===== config.mk =====
export PLATFORM = sky130hd
export DESIGN_NAME = efuse_pgm
export DESIGN_NICKNAME = d
export VERILOG_FILES = /design/src/rtl/efuse_pgm.sv
export SDC_FILE = /design/constraint.sdc
export NUM_CORES = 1
export LEC_CHECK = 0
export ABC_AREA = 1
export BUFFER_PORTS_ARGS = -buffer_cell sky130_fd_sc_hd__buf_2
export CAP_MARGIN = 15
export CORE_MARGIN = 2
export CORE_UTILIZATION = 48
export CTS_CLUSTER_DIAMETER = 50
export DETAILED_ROUTE_END_ITERATION = 16
export PLACE_DENSITY = 0.71
export SLEW_MARGIN = 20
export SYNTH_ARGS = -nofsm -noshare
export SYNTH_HDL_FRONTEND = slang
export SYNTH_SLANG_ARGS = --single-unit

===== constraint.sdc =====
create_clock -name clk -period 4.5 [get_ports clk]
set_clock_uncertainty 0.1 [all_clocks]
set_input_delay 0.9 -clock clk [delete_from_list [all_inputs] [get_ports clk]]
set_output_delay 0.9 -clock clk [all_outputs]
set_load 0.01 [all_outputs]

===== src/rtl/efuse_pgm.sv =====
// Program-side controller for the 256-bit eFuse macro: burns one NR-bit window,
// one fuse per aen strobe, skipping bits that are 0.
module efuse_pgm #(
   parameter int NR      = 64,
   parameter int RSEL    = 256 / NR,
   parameter int GAP_CYC = 16
) (
   input  logic                                    clk,
   input  logic                                    rst_n,
   input  logic [7:0]                              rg_efuse_tpgm,
   input  logic [((RSEL > 1) ? $clog2(RSEL) : 1)-1:0] pgm_sel,
   input  logic [NR-1:0]                           pgm_data,
   input  logic                                    pgm_start,
   output logic                                    pgm_done,
   output logic                                    busy_pgm,
   output logic [$clog2(NR+1)-1:0]                 pgm_cnt,
   output logic                                    efuse_pgmen_o,
   output logic                                    efuse_rden_o,
   output logic                                    efuse_aen_o,
   output logic [7:0]                              efuse_addr_o
);

   localparam int SW = (RSEL > 1) ? $clog2(RSEL) : 1;
   localparam int IW = $clog2(NR);
   localparam int CW = $clog2(NR + 1);
   localparam int TW = ($clog2(GAP_CYC) > 8) ? $clog2(GAP_CYC) : 8;

   localparam logic [2:0] S_IDLE   = 3'd0;
   localparam logic [2:0] S_SETUP  = 3'd1;
   localparam logic [2:0] S_SCAN   = 3'd2;
   localparam logic [2:0] S_PULSE  = 3'd3;
   localparam logic [2:0] S_GAP    = 3'd4;
   localparam logic [2:0] S_FINISH = 3'd5;

   logic [2:0]    state_q, state_d;
   logic [IW-1:0] idx_q, idx_d;
   logic [SW-1:0] sel_q, sel_d;
   logic [NR-1:0] data_q, data_d;
   logic [TW-1:0] timer_q, timer_d;
   logic [CW-1:0] cnt_q, cnt_d;
   logic          aen_q, aen_d;
   logic          pgmen_q, pgmen_d;
   logic          busy_q, busy_d;
   logic          done_q, done_d;
   logic [7:0]    addr_q, addr_d;

   logic [IW-1:0] bit_pos;
   logic          cur_bit;
   logic          last_bit;
   logic [4:0]    byte_d;

   // Byte k of the window holds data bits [NR-1-8k -: 8] so a read returns pgm_data unchanged.
   assign bit_pos  = IW'(NR - 8) - (idx_q & ~IW'(7)) + (idx_q & IW'(7));
   assign cur_bit  = data_q[bit_pos];
   assign last_bit = (idx_q == IW'(NR - 1));
   assign byte_d   = 5'((NR / 8) * sel_d) + 5'(idx_d >> 3);

   always_comb begin
      state_d = state_q;
      idx_d   = idx_q;
      sel_d   = sel_q;
      data_d  = data_q;
      timer_d = timer_q;
      cnt_d   = cnt_q;
      aen_d   = aen_q;
      pgmen_d = pgmen_q;
      busy_d  = busy_q;
      done_d  = done_q;
      case (state_q)
         S_IDLE: begin
            if (pgm_start) begin
               data_d  = pgm_data;
               sel_d   = pgm_sel;
               idx_d   = '0;
               cnt_d   = '0;
               busy_d  = 1'b1;
               done_d  = 1'b0;
               pgmen_d = 1'b1;
               state_d = S_SETUP;
            end
         end
         S_SETUP: state_d = S_SCAN;
         S_SCAN: begin
            if (cur_bit) begin
               aen_d   = 1'b1;
               timer_d = (rg_efuse_tpgm == 8'd0) ? '0 : TW'(rg_efuse_tpgm) - TW'(1);
               state_d = S_PULSE;
            end else if (last_bit) begin
               pgmen_d = 1'b0;
               busy_d  = 1'b0;
               done_d  = 1'b1;
               state_d = S_FINISH;
            end else begin
               idx_d = idx_q + IW'(1);
            end
         end
         S_PULSE: begin
            if (timer_q == '0) begin
               aen_d   = 1'b0;
               cnt_d   = cnt_q + CW'(1);
               timer_d = TW'(GAP_CYC - 1);
               state_d = S_GAP;
            end else begin
               timer_d = timer_q - TW'(1);
            end
         end
         S_GAP: begin
            if (timer_q != '0) begin
               timer_d = timer_q - TW'(1);
            end else if (last_bit) begin
               pgmen_d = 1'b0;
               busy_d  = 1'b0;
               done_d  = 1'b1;
               state_d = S_FINISH;
            end else begin
               idx_d   = idx_q + IW'(1);
               state_d = S_SCAN;
            end
         end
         S_FINISH: state_d = S_IDLE;
         default:  state_d = S_IDLE;
      endcase
      // idx only moves while aen is low, so the address is stable across pulse and gap.
      addr_d = {idx_d[2:0], byte_d};
   end

   always_ff @(posedge clk or negedge rst_n) begin
      if (!rst_n) begin
         state_q <= S_IDLE;
         idx_q   <= '0;
         sel_q   <= '0;
         data_q  <= '0;
         timer_q <= '0;
         cnt_q   <= '0;
         aen_q   <= 1'b0;
         pgmen_q <= 1'b0;
         busy_q  <= 1'b0;
         done_q  <= 1'b0;
         addr_q  <= '0;
      end else begin
         state_q <= state_d;
         idx_q   <= idx_d;
         sel_q   <= sel_d;
         data_q  <= data_d;
         timer_q <= timer_d;
         cnt_q   <= cnt_d;
         aen_q   <= aen_d;
         pgmen_q <= pgmen_d;
         busy_q  <= busy_d;
         done_q  <= done_d;
         addr_q  <= addr_d;
      end
   end

   assign pgm_done      = done_q;
   assign busy_pgm      = busy_q;
   assign pgm_cnt       = cnt_q;
   assign efuse_pgmen_o = pgmen_q;
   assign efuse_rden_o  = 1'b0;
   assign efuse_aen_o   = aen_q;
   assign efuse_addr_o  = addr_q;

endmodule


-- After elaboration in Yosys (flattened, before gate mapping)
Cells that the tools add are included.
- output and inout bits: 20
- logic and storage cells: 86
- bits in registers: 102
- magnitude comparators: 1
- equal/unequal tests: 12
- reductions and logical operators: 14
- muxes and demuxes: 41
- add/sub/neg operators: 7
- operators with widths (kind ; count):
    $mux W8 ; 4
    $mux W6 ; 4
    $pmux W8 S3 ; 1
    $mux W3 ; 6
    $pmux W6 S3 ; 1
    $logic_not A8 Y1 ; 2
    $sub A8 B1 Y8 const B ; 2
    $pmux W3 S5 ; 1
    $mux W1 ; 14
    $mux W7 ; 2
    $pmux W7 S2 ; 1
    $ne A2 B2 Y1 const B ; 6
    $pmux W1 S3 ; 3
    $reduce_and A3 Y1 ; 3
    $reduce_and A4 Y1 ; 2
    $reduce_bool A8 Y1 ; 1
    $add A7 B1 Y7 const B ; 1
    $lt A6 B7 Y1 const B ; 1
    $add A6 B1 Y6 const B ; 1
    $add A6 B3 Y6 ; 1
    $bmux W1 S6 ; 1
    $eq A3 B2 Y1 const B ; 2
    $eq A6 B6 Y1 const B ; 1
    $reduce_bool A3 Y1 ; 2
    other kinds (10) ; 12

-- Logic depth before layout (Yosys ltp)
Gate-level depths: netlist of the first run.
- word-level depth: 7
- mapped depth: 16
- gate-level depth less buffers: 14

-- Worst setup path before layout of the first run
No wires, ideal clock.
- kind: input-to-reg
- start: in rg_efuse_tpgm[0]
- end: reg timer_q[0]
- cell stages on the path: 9
- arrival time: 1.996 ns
- buffers on the path: 0
- setup slack: 2.276 ns
- cells stage by stage: inv_1 -> ha_1 -> nand2_1 -> nor2_1 -> inv_1 -> nor2_1 -> a21oi_1 -> a221oi_1 -> o21ai_2
- longest elaborated chain between the ends: 4
- elaborated cells on any way between the ends: 5
- ends and longest elaborated chain (what ; RTL line ; text):
    start, declared ; 10 ; input logic [7:0] rg_efuse_tpgm,
    $sub A8 B1 Y8 / $logic_not A8 Y1 (equally long branches) ; 86 ; timer_d = (rg_efuse_tpgm == 8'd0) ? '0 : TW'(rg_efuse_tpgm) - TW'(1);
    $mux W8 * ; 86 ;
    $mux W8 * ; 84 ; if (cur_bit) begin
    $pmux W8 S3 * ; 69 ; case (state_q)
    end signal, assigned ; 145 ; timer_q <= timer_d;
    end, declared ; 39 ; logic [TW-1:0] timer_q, timer_d;
Every way passes the cells marked *; elsewhere a longest branch is shown, timed or not. The select of a mux whose other input is x is not followed.
A chain may end at the register's enable or synchronous reset.

-- Worst setup path after layout of the first run
- start: reg state_q[0]
- end: reg cnt_q[6], in the netlist pgm_cnt[6]
- longest elaborated chain between the ends: 3
- elaborated cells on any way between the ends: 7
- ends and longest elaborated chain (what ; RTL line ; text):
    start, declared ; 35 ; logic [2:0] state_q, state_d;
    start signal, assigned ; 141 ; state_q <= state_d;
    $eq A3 B2 Y1 / $logic_not A3 Y1 (equally long branches) ; 69 ;
    $ne A2 B2 Y1 (no source line) / $reduce_bool A2 Y1 (equally long branches) ; -- ;
    $reduce_and A3 Y1 (no source line) ; -- ;
    end signal, assigned ; 146 ; cnt_q <= cnt_d;
    end, declared ; 40 ; logic [CW-1:0] cnt_q, cnt_d;
Several ways; a longest one is shown, not always the timed one.

==> summary.txt, run 1 <==
Run status
  – Status: completed

Synthesis
  – Post-synth net total: 761
  – Synth Area per Inst: 7.31 um^2
  – Share of the synthesized area in the top cell type: 46.8%
  – Post-synthesis register bit count: 93
  – Synth Instances: 680
  – Mapped Area: 4970 um^2
  – Synth area leaders: dfrtp_1 47%, nand2_1 21%, nand3_1 5.5%, inv_1 5.2%, o21ai_0 4.2%
  – Ys Warns: 0
  – Post-synth ARST share: 100%
  – Synth area leader: dfrtp_1
  – Top-count cell post-synth: nand2_1
  – Post-synth top cells: 273 x nand2_1, 93 x dfrtp_1, 69 x inv_1, 55 x nand3_1, 45 x nor2_1
  – Post-synth EDFFs: 0
  – Netlist cell types: 33
  – Part of the Yosys area used for sequential elements: 46.8%
  – Prevailing post-synth register cell: dfrtp_1

Routing
  – Pre-antenna DRT Iters: 5
  – Average vias per placed instance: 4.96
  – Vias: 4471
  – Final Routed Wirelength: 11.9 mm
  – Antenna viol nets, final: 0
  – Initial DRC Count: 269
  – DR WL/cell: 13.2 um
  – Drt drc: 0

CTS
  – # hold bufs at CTS: 0
  – CTS sink count: 93
  – CTS H-tree lvls: 3
  – Clk slew on worst S/H paths: 0.09 ns
  – Post-CTS sizing: 0
  – Clock latency on the worst-skew pair: 0.36 ns
  – TritonCTS Buffers: 9
  – CTS tree: yes
  – Post-CTS Setup Bufs: 0
  – Root buffer cell: clkbuf_8
  – Clock buffer depth: 2

Pwr
  – PD cells: 587 nW/um^2
  – VDD IR max: 192 uV
  – Pleak: 3.02 nW
  – Total power draw: 3.33 mW

Global route
  – Initial antenna violation count: 0
  – Gr usage total: 22.5%
  – Vias in the first global route: 4432
  – First-pass GRT wire length: 20.4 mm
  – Grt ovf: 0
  – Pin count of the biggest net entering global routing: 73

STA
  – Final worst setup slack: 1.76 ns
  – Setup TNS: 0 ns
  – Slew Limit Headroom: 39.3%
  – Hold Slack: 0.384 ns
  – Fin crit period: 2.74 ns
  – Final setup fails: 0
  – Slew Limit Fails: 0
  – Fmax: 0.365 GHz
  – Worst Tran Pin Value: 0.910 ns
  – Fin crit share: 60.8%
  – Final hold violation count: 0
  – Unrepaired setup endpoints after global routing: false

Critical path
  – Crit Path Category: reg2reg
  – Crit path DAT: 2.90 ns
  – Required @ worst endpoint: 4.66 ns
  – Startpoint Class: flip-flop
  – Crit. End Element: flip-flop
  – Crit Path Max Fanout: 50

Cells and area
  – Final cell count without fillers: 901
  – Final net count: 842
  – Final core utilization: 55.7%
  – Antenna diodes: 0
  – Layout cell share with drive strength beyond 1: 17.3%
  – Area grow syn2layout: 14.1%
  – Design area: 5670 um^2

Placement
  – I/O Buffers: 95
  – DP Wirelength: 8.56 mm
  – Dpl cell area: 5480 um^2
  – RePlAce Congestion: 0.856
  – Dpl ws: 1.56 ns
  – Placed cell count: 886

Floorplan
  – Total core area: 10200 um^2
  – Die width: 106 um
  – Die Y: 106 um
  – I/O pin count: 97
  – Total die area: 11200 um^2
  – Row Count: 37
  – Initial Utilization: 48.8%

Min path
  – HP Class: reg2reg

Flow run
  – Max-cap violations: 0
[state kept, by name, indices dropped and copies added (netlist names)]
signal and count:
data_q 64, efuse_addr_o 7, efuse_aen_o 1, efuse_pgmen_o 1
idx_q 1, pgm_cnt 7, pgm_done 1, state_q 3
timer_q 8
[power breakdown]
group / total (mW) / switching [mW] / internal (mW)
registers: 1.37 / 0.193 / 1.18
clock network: 0.550 / 0.293 / 0.256
logic: 1.41 / 0.920 / 0.486
total: 3.33 / 1.41 / 1.92
[cells in the final DEF (no fill, tap or decap), types with 2 or more instances in the layout]
| master | n |
|---|---|
| nor2_2 | 2 |
| o21ai_1 | 3 |
| o21ai_2 | 4 |
| o211ai_1 | 3 |
| a22oi_1 | 2 |
| clkbuf_8 | 9 |
| buf_2 | 94 |
| xor2_1 | 10 |
| xnor2_1 | 4 |
| o211ai_2 | 2 |
| inv_1 | 68 |
| nand2_2 | 4 |
| buf_4 | 6 |
| ha_1 | 4 |
| nand2_1 | 273 |
| nor3_1 | 6 |
| inv_2 | 3 |
| a21oi_1 | 15 |
| dfrtp_1 | 93 |
| nor2_1 | 45 |
| o21ai_0 | 42 |
| o22ai_1 | 3 |
| nand3_1 | 55 |
[routing by layer]
metal  vias to the layer above  global-route usage [%]  routed length, um
li1                       2283                       -                  -
met1                      2061                    31.4               5580
met2                       117                    36.5               5610
met3                        10                    3.53                601
met4                         0                    6.11                138
met5                         -                       0                  0
[kinds of logic (layout without fill, tap and decap cells)]
| logic type | after synthesis | in the layout | share of synthesized area (%) |
|---|---|---|---|
| flip-flops | 93 | 93 | 46.8 |
| buffers and inverters | 101 | 186 | 8.86 |
| AO/OA/AOI/OAI | 77 | 77 | 8.86 |
| adder cells (fa/ha/maj) | 4 | 4 | 1.01 |
| other | 1 | 1 | 0.0754 |
| XOR/XNOR | 14 | 14 | 2.47 |
| AND/OR/NAND/NOR | 390 | 390 | 31.9 |
[layout make-up]
cell class / count / area (um^2)
clock buffers: 10 / 128
clock inverters: 5 / 60.1
fillers: 1013 / 4510
inverters: 71 / 267
multi-input cells: 486 / 2200
flip-flops and latches: 93 / 2330
well taps: 136 / 170
repair buffers: 100 / 515
[critical path: stages, from the launching register on]
cell     delay (ns)
dfrtp_1        0.43
nor2_1         0.20
inv_1          0.06
nor2_1         0.12
nand2_1        0.06
buf_4          0.25
inv_2          0.60
nor2_1         0.20
nor2_2         0.14
nand2_1        0.09
nor2_1         0.16
nand3_1        0.09
nand2_1        0.07
nor2_1         0.04
[final timing paths]
check	startpoint	end	slack, ns	depth (start not counted)
worst max-delay path	state_q[0]	pgm_cnt[6]	1.76	13
worst min-delay path	data_q[41]	data_q[41]	0.38	2
min in group asynchronous	rst_n	timer_q[0]	0.53	1
max in group asynchronous	rst_n	data_q[52]	2.87	2
worst min register to register	data_q[41]	data_q[41]	0.38	2
worst max register to register	state_q[0]	pgm_cnt[6]	1.76	13
No activity file was read; power rests on OpenSTA's default activity.
==> run 2, diff against run 1 <==
Clock period 4.5 ns to 2.8 ns, I/O delays scaled along.
==> summary.txt, run 2 (synthesis gave the netlist of run 1 again) <==
Run status
  – Status: completed (unchanged)

Floorplan
  – Initial Utilization: 48.8% (unchanged)
  – I/O pin count: 97 (unchanged)
  – Die width: 106 um (unchanged)
  – Die Y: 106 um (unchanged)
  – Row Count: 37 (unchanged)
  – Total die area: 11200 um^2 (unchanged)
  – Total core area: 10200 um^2 (unchanged)

Critical path
  – Startpoint Class: flip-flop (unchanged)
  – Crit path DAT: 2.39 ns (was 2.90 ns)
  – CP max stage delay: 0.39 ns (was 0.60 ns)
  – Crit. End Element: flip-flop (unchanged)
  – Worst-path cell chain: inv_1 > ha_1 > nand2_1 > nor3_2 > nand3_1 > inv_1 > nand2_1 > nand2_1 > nand2_1 > nor2_1 > nand2_1 > o21ai_1 > a21oi_1 (was nor2_1 > inv_1 > nor2_1 > nand2_1 > buf_4 > inv_2 > nor2_1 > nor2_2 > nand2_1 > nor2_1 > nand3_1 > nand2_1 > nor2_1)
  – Slowest library cell on the worst path: dfrtp_1 (was inv_2)
  – Worst path bufs/invs: 2 (was 3)
  – Crit path top cell by count: nand2_1 (was nor2_1)
  – FF-to-FF setup slack: 0.57 ns (was 1.76 ns)
  – Crit Path Category: reg2reg (unchanged)
  – Crit Path Max Fanout: 4 (was 50)
  – Critical path's top delay family: simple AND/OR/NAND/NOR gates (unchanged)
  – Required @ worst endpoint: 2.96 ns (was 4.66 ns)

Global route
  – Initial antenna violation count: 0 (unchanged)
  – First-pass GRT wire length: 19.9 mm (was 20.4 mm)
  – Grt ovf: 0 (unchanged)
  – Pin count of the biggest net entering global routing: 101 (was 73)
  – Gr usage total: 22.1% (was 22.5%)
  – Vias in the first global route: 4319 (was 4432)

Cells and area
  – FILL cells: 961 (was 1013)
  – Max FFs per register: 64 (unchanged)
  – Design area: 5720 um^2 (was 5670 um^2)
  – Commonest non-fill, non-tap cell in the layout: nand2_1 (unchanged)
  – Most frequent cells in the layout: 273 x nand2_1, 94 x buf_2, 93 x dfrtp_1 (unchanged)
  – Final core utilization: 56.1% (was 55.7%)
  – Layout cell share with drive strength beyond 1: 17.5% (was 17.3%)
  – Area grow syn2layout: 14.9% (was 14.1%)
  – Reg with most FFs: data_q (unchanged)
  – Antenna diodes: 0 (unchanged)
  – Biggest regs: data_q x64, timer_q x8 (unchanged)
  – Final net count: 843 (was 842)
  – Final cell count without fillers: 902 (was 901)

Routing
  – Average vias per placed instance: 4.95 (was 4.96)
  – Antenna viol nets, final: 0 (unchanged)
  – DR WL/cell: 13.1 um (was 13.2 um)
  – Vias: 4463 (was 4471)
  – Pre-antenna DRT Iters: 7 (was 5)
  – Drt drc: 0 (unchanged)
  – Final Routed Wirelength: 11.8 mm (was 11.9 mm)
  – Initial DRC Count: 305 (was 269)

CTS
  – Clock latency on the worst-skew pair: 0.37 ns (was 0.36 ns)
  – Clk slew on worst S/H paths: 0.08 ns (was 0.09 ns)
  – # hold bufs at CTS: 0 (unchanged)
  – CTS H-tree lvls: 3 (unchanged)
  – Clock buffer depth: 2 (unchanged)
  – CTS tree: yes (unchanged)
  – TritonCTS Buffers: 9 (unchanged)
  – CTS sink count: 93 (unchanged)
  – Root buffer cell: clkbuf_8 (unchanged)
  – Post-CTS sizing: 0 (unchanged)
  – Post-CTS Setup Bufs: 0 (unchanged)

STA
  – Unrepaired setup endpoints after global routing: false (unchanged)
  – Slew Limit Headroom: 59.8% (was 39.3%)
  – Fin crit period: 2.23 ns (was 2.74 ns)
  – Final hold violation count: 0 (unchanged)
  – Final setup fails: 0 (unchanged)
  – Fin crit share: 79.7% (was 60.8%)
  – Fmax: 0.448 GHz (was 0.365 GHz)
  – Worst Tran Pin Value: 0.603 ns (was 0.910 ns)
  – Slew Limit Fails: 0 (unchanged)
  – Setup TNS: 0 ns (unchanged)

Min path
  – HP Class: in2async (was reg2reg)

Pwr
  – VDD IR max: 343 uV (was 192 uV)
  – Pleak: 3.04 nW (was 3.02 nW)
  – PD cells: 947 nW/um^2 (was 587 nW/um^2)
  – Total power draw: 5.41 mW (was 3.33 mW)

Placement
  – Placed cell count: 887 (was 886)
  – I/O Buffers: 95 (unchanged)
  – Dpl cell area: 5520 um^2 (was 5480 um^2)
  – RePlAce Congestion: 0.974 (was 0.856)
  – DP Wirelength: 8.52 mm (was 8.56 mm)

Flow run
  – Max-cap violations: 0 (unchanged)
## run 2: metal layers
layer  GRT usage [%]  share of wire, %  vias up
met2            33.1                43      127
met4            7.99               2.0        0
li1                -                 -     2280
met5               0                 0        -
met1            31.9                49     2037
met3            4.58               5.2       19
## run 2: final cells by class
| type | count | area [um^2] | share of cell area [%] |
|---|---|---|---|
| flip-flops and latches | 93 | 2330 | 40.7 |
| clock inverters | 4 | 47.5 | 0.832 |
| multi-input cells | 486 | 2200 | 38.6 |
| well taps | 136 | 170 | 2.98 |
| repair buffers | 101 | 548 | 9.59 |
| inverters | 71 | 267 | 4.66 |
| clock buffers | 11 | 151 | 2.65 |
## run 2: final timing paths
check | startpoint | to | cells past startpoint
setup / recovery | timer_q[0] | pgm_cnt[5] | 13
hold / removal | rst_n | timer_q[4] | 1
setup reg to reg | timer_q[0] | pgm_cnt[5] | 13
hold reg to reg | efuse_addr_o[3] | efuse_addr_o[3] | 2
max in group asynchronous | rst_n | data_q[20] | 2
min in group clk | pgm_data[40] | data_q[40] | 3
## run 2: power by group
part / internal, mW / total, mW / leakage, nW / switching [mW]
sequential: 1.90 / 2.19 / 1.17 / 0.291
combinational: 0.797 / 2.31 / 1.77 / 1.51
clock: 0.453 / 0.917 / 0.101 / 0.463
total: 3.15 / 5.41 / 3.04 / 2.26
## run 2: metrics by stage
| step | setup slack [ns] | hold slack, ns |
|---|---|---|
| finish | 0.569 | 0.0731 |
| global route | 0.251 | 0.109 |
| CTS | 0.588 | 0.0868 |
| detailed placement | 0.520 | 0.363 |
| global placement | 0.586 | 0.357 |
| floorplan | 0.892 | 0.164 |
==> run 3, diff against run 2 <==
Settings changed: ABC_AREA 1 to 0, PLACE_DENSITY 0.71 to 0.74.
Clock period 2.8 ns to 1.9 ns, I/O delays scaled along.
==> summary.txt, run 3 <==
Synthesis
  – Share of the synthesized area in the top cell type: 48.4% (was 46.8%)
  – Post-synthesis register bit count: 93 (unchanged)
  – Synth Instances: 525 (was 680)
  – Synth Area per Inst: 9.16 um^2 (was 7.31 um^2)
  – Post-synth EDFFs: 0 (unchanged)
  – Netlist cell types: 60 (was 33)
  – Post-synth top cells: 213 x nand2_1, 93 x dfrtp_1, 21 x clkbuf_1, 21 x nor2_1, 14 x o21ai_0 (was 273 x nand2_1, 93 x dfrtp_1, 69 x inv_1, 55 x nand3_1, 45 x nor2_1)
  – Prevailing post-synth register cell: dfrtp_1 (unchanged)
  – Part of the Yosys area used for sequential elements: 48.4% (was 46.8%)
  – Synth area leader: dfrtp_1 (unchanged)
  – Mapped Area: 4810 um^2 (was 4970 um^2)
  – Synth area leaders: dfrtp_1 48%, nand2_1 17%, mux4_2 3.3%, mux2i_1 2.3%, mux4_1 2.2% (was dfrtp_1 47%, nand2_1 21%, nand3_1 5.5%, inv_1 5.2%, o21ai_0 4.2%)
  – Top-count cell post-synth: nand2_1 (unchanged)
  – Ys Warns: 0 (unchanged)
  – Post-synth net total: 606 (was 761)
  – Post-synth ARST share: 100% (unchanged)

STA
  – Final setup fails: 26 (was 0)
  – Final worst setup slack: -0.768 ns (was 0.569 ns)
  – Final hold violation count: 0 (unchanged)
  – Unrepaired setup endpoints after global routing: true (was false)
  – Setup TNS: -15.84 ns (was 0 ns)
  – Slew Limit Fails: 0 (unchanged)
  – Fin crit period: 2.67 ns (was 2.23 ns)
  – Hold Slack: 0.0919 ns (was 0.0731 ns)
  – Fin crit share: 140% (was 79.7%)
  – Fmax: 0.375 GHz (was 0.448 GHz)

Cells and area
  – Design area: 6240 um^2 (was 5720 um^2)
  – Final net count: 753 (was 843)
  – Area occupied by multi-input gates: 2390 um^2 (was 2200 um^2)
  – FILL cells: 817 (was 961)
  – Antenna diodes: 0 (unchanged)
  – Reg with most FFs: data_q (unchanged)
  – Register Area: 2330 um^2 (about the same)
  – Biggest regs: data_q x64, timer_q x8 (unchanged)
  – Final core utilization: 64.1% (was 56.1%)
  – Final cell count without fillers: 810 (was 902)
  – Commonest non-fill, non-tap cell in the layout: nand2_1 (unchanged)
  – Most frequent cells in the layout: 210 x nand2_1, 95 x buf_2, 92 x dfrtp_1 (was 273 x nand2_1, 94 x buf_2, 93 x dfrtp_1)
  – Layout cell share with drive strength beyond 1: 34.1% (was 17.5%)
  – Max FFs per register: 64 (unchanged)
  – Area grow syn2layout: 29.8% (was 14.9%)

Min path
  – Hold path startpoint: pgm_data[49]
  – Hold Path Sink: data_q[49]
  – Worst Hold Depth: 3
  – HP Class: in2reg (was in2async)

Critical path
  – Crit path DAT: 2.83 ns (was 2.39 ns)
  – Crit Path Max Fanout: 7 (was 4)
  – Crit. End Element: flip-flop (unchanged)
  – Crit Path Category: reg2reg (unchanged)
  – FF-to-FF setup slack: -0.77 ns (was 0.57 ns)
  – Reg-to-reg endpoint: timer_q[0] (was pgm_cnt[5])
  – Startpoint Class: flip-flop (unchanged)
  – R2R cell count: 8 (was 13)
  – R2R Path Start: efuse_addr_o[5] (was timer_q[0])
  – Required @ worst endpoint: 2.07 ns (was 2.96 ns)

CTS
  – CTS H-tree lvls: 3 (unchanged)
  – CTS sink count: 93 (unchanged)
  – Clock latency on the worst-skew pair: 0.37 ns (about the same)
  – Root buffer cell: clkbuf_8 (unchanged)
  – Clock buffer depth: 2 (unchanged)
  – Clk slew on worst S/H paths: 0.10 ns (was 0.08 ns)
  – CTS tree: yes (unchanged)
  – TritonCTS Buffers: 9 (unchanged)

Routing
  – Antenna viol nets, final: 0 (unchanged)
  – Vias: 4252 (was 4463)
  – Pre-antenna DRT Iters: 4 (was 7)
  – M1 WL: 5.37 mm (was 5.81 mm)
  – Final Routed Wirelength: 12.0 mm (was 11.8 mm)
  – Drt drc: 0 (unchanged)
  – Max layer used: met4 (unchanged)
  – Initial DRC Count: 264 (was 305)
  – DR WL/cell: 14.8 um (was 13.1 um)
  – Met2 WL post-DR: 5.74 mm (was 5.13 mm)
  – Average vias per placed instance: 5.25 (was 4.95)
  – Wire length on met3: 521 um (was 612 um)

Placement
  – Dpl ws: -0.761 ns (was 0.520 ns)
  – RePlAce Congestion: 0.878 (was 0.974)
  – Placed cell count: 786 (was 887)
  – DP Wirelength: 8.74 mm (was 8.52 mm)
  – I/O Buffers: 95 (unchanged)
  – Dpl cell area: 5850 um^2 (was 5520 um^2)

Flow run
  – Max-cap violations: 0 (unchanged)

Pwr
  – PD cells: 617 nW/um^2 (was 947 nW/um^2)
  – VDD IR max: 439 uV (was 343 uV)
  – Total power draw: 3.85 mW (was 5.41 mW)
  – Pleak: 3.24 nW (was 3.04 nW)

Floorplan
  – Die width: 104 um (was 106 um)
  – Row Count: 36 (was 37)
  – Total die area: 10800 um^2 (was 11200 um^2)
  – Initial Utilization: 49.4% (was 48.8%)
  – Total core area: 9730 um^2 (was 10200 um^2)
  – I/O pin count: 97 (unchanged)
  – Die Y: 104 um (was 106 um)

Global route
  – Vias in the first global route: 4377 (was 4319)
  – Grt ovf: 0 (unchanged)
  – First-pass GRT wire length: 20.8 mm (was 19.9 mm)
  – Gr usage total: 23.6% (was 22.1%)
  – Initial antenna violation count: 0 (unchanged)
  – Pin count of the biggest net entering global routing: 72 (was 101)

Run status
  – Failing checks: negative setup slack
  – Status: finished, violations left (was completed)
run 3: cell count changes after synthesis, moves of 5 or more:
cell | before | now
or3_1 | 0 | 5
nor2_1 | 45 | 21
mux2i_1 | 0 | 11
nand3_1 | 55 | 6
nand2_1 | 273 | 213
inv_1 | 69 | 12
o21ai_0 | 42 | 14
xor2_1 | 10 | 5
o22ai_1 | 3 | 9
mux4_2 | 0 | 7
clkbuf_1 | 9 | 21
buf_2 | 13 | 1
run 3: worst max-delay path: stages (launching register included):
cell	delay (ns)
dfrtp_1	0.40
buf_6	0.17
mux4_2	0.51
and3_4	0.20
nor4_4	0.24
nor3_2	0.13
o31ai_4	0.39
a21oi_4	0.11
mux2_4	0.32
run 3: area by class of cell:
cell class | count | share of cell area [%]
Clock buffer | 9 | 1.98
Clock inverter | 7 | 1.58
Inverter | 12 | 0.722
Multi-Input combinational cell | 391 | 38.3
Sequential cell | 93 | 37.3
Tap cell | 133 | 2.67
Timing Repair Buffer | 165 | 17.4
run 3: worst max-delay path by stage:
stage | start | to | slack, ns | cells after the start
2_1_floorplan | efuse_addr_o[5] | timer_q[0] | -0.82 | 9
4_1_cts | efuse_addr_o[5] | timer_q[4] | -0.77 | 9
6_report | efuse_addr_o[5] | timer_q[0] | -0.77 | 8
5_1_grt | efuse_addr_o[5] | timer_q[5] | -0.89 | 9
3_3_place_gp | efuse_addr_o[5] | efuse_addr_o[5] | -0.71 | 9
3_5_place_dp | efuse_addr_o[5] | efuse_addr_o[5] | -0.76 | 9
run 3: layer usage:
layer	GRT usage [%]	vias to the layer above
met3	2.82	29
met2	38.3	128
met5	0	-
met1	31.6	2034
li1	-	2061
met4	11.3	0
run 3: report_power, final:
group / internal (mW) / leakage (nW) / switching (mW)
Sequential: 2.06 / 1.15 / 0.0491
Clock: 0.747 / 0.110 / 0.707
Combinational: 0.149 / 1.98 / 0.143
Total: 2.95 / 3.24 / 0.899
run 3: cells by family (layout without fill, tap and decap cells):
kind of cell    after synthesis  after routing  synth area share [%]
xor+xnor                     11             11                  2.00
other cells                   1              1                0.0780
compound gates               69             69                  10.4
fa+ha+maj                     4              4                  1.04
buf+inv                      41            193                  4.35
mux                          25             25                  8.90
simple gates                281            281                  24.8
flops                        93             93                  48.4
run 3: what timing repair did:
action	CTS	global route
hold buffers	1	0
gates cloned	1	0
pin swaps	7	5
setup endpoints to repair	27	31
buffers inserted	6	3
hold endpoints to repair	27	0
resized for setup	23	10
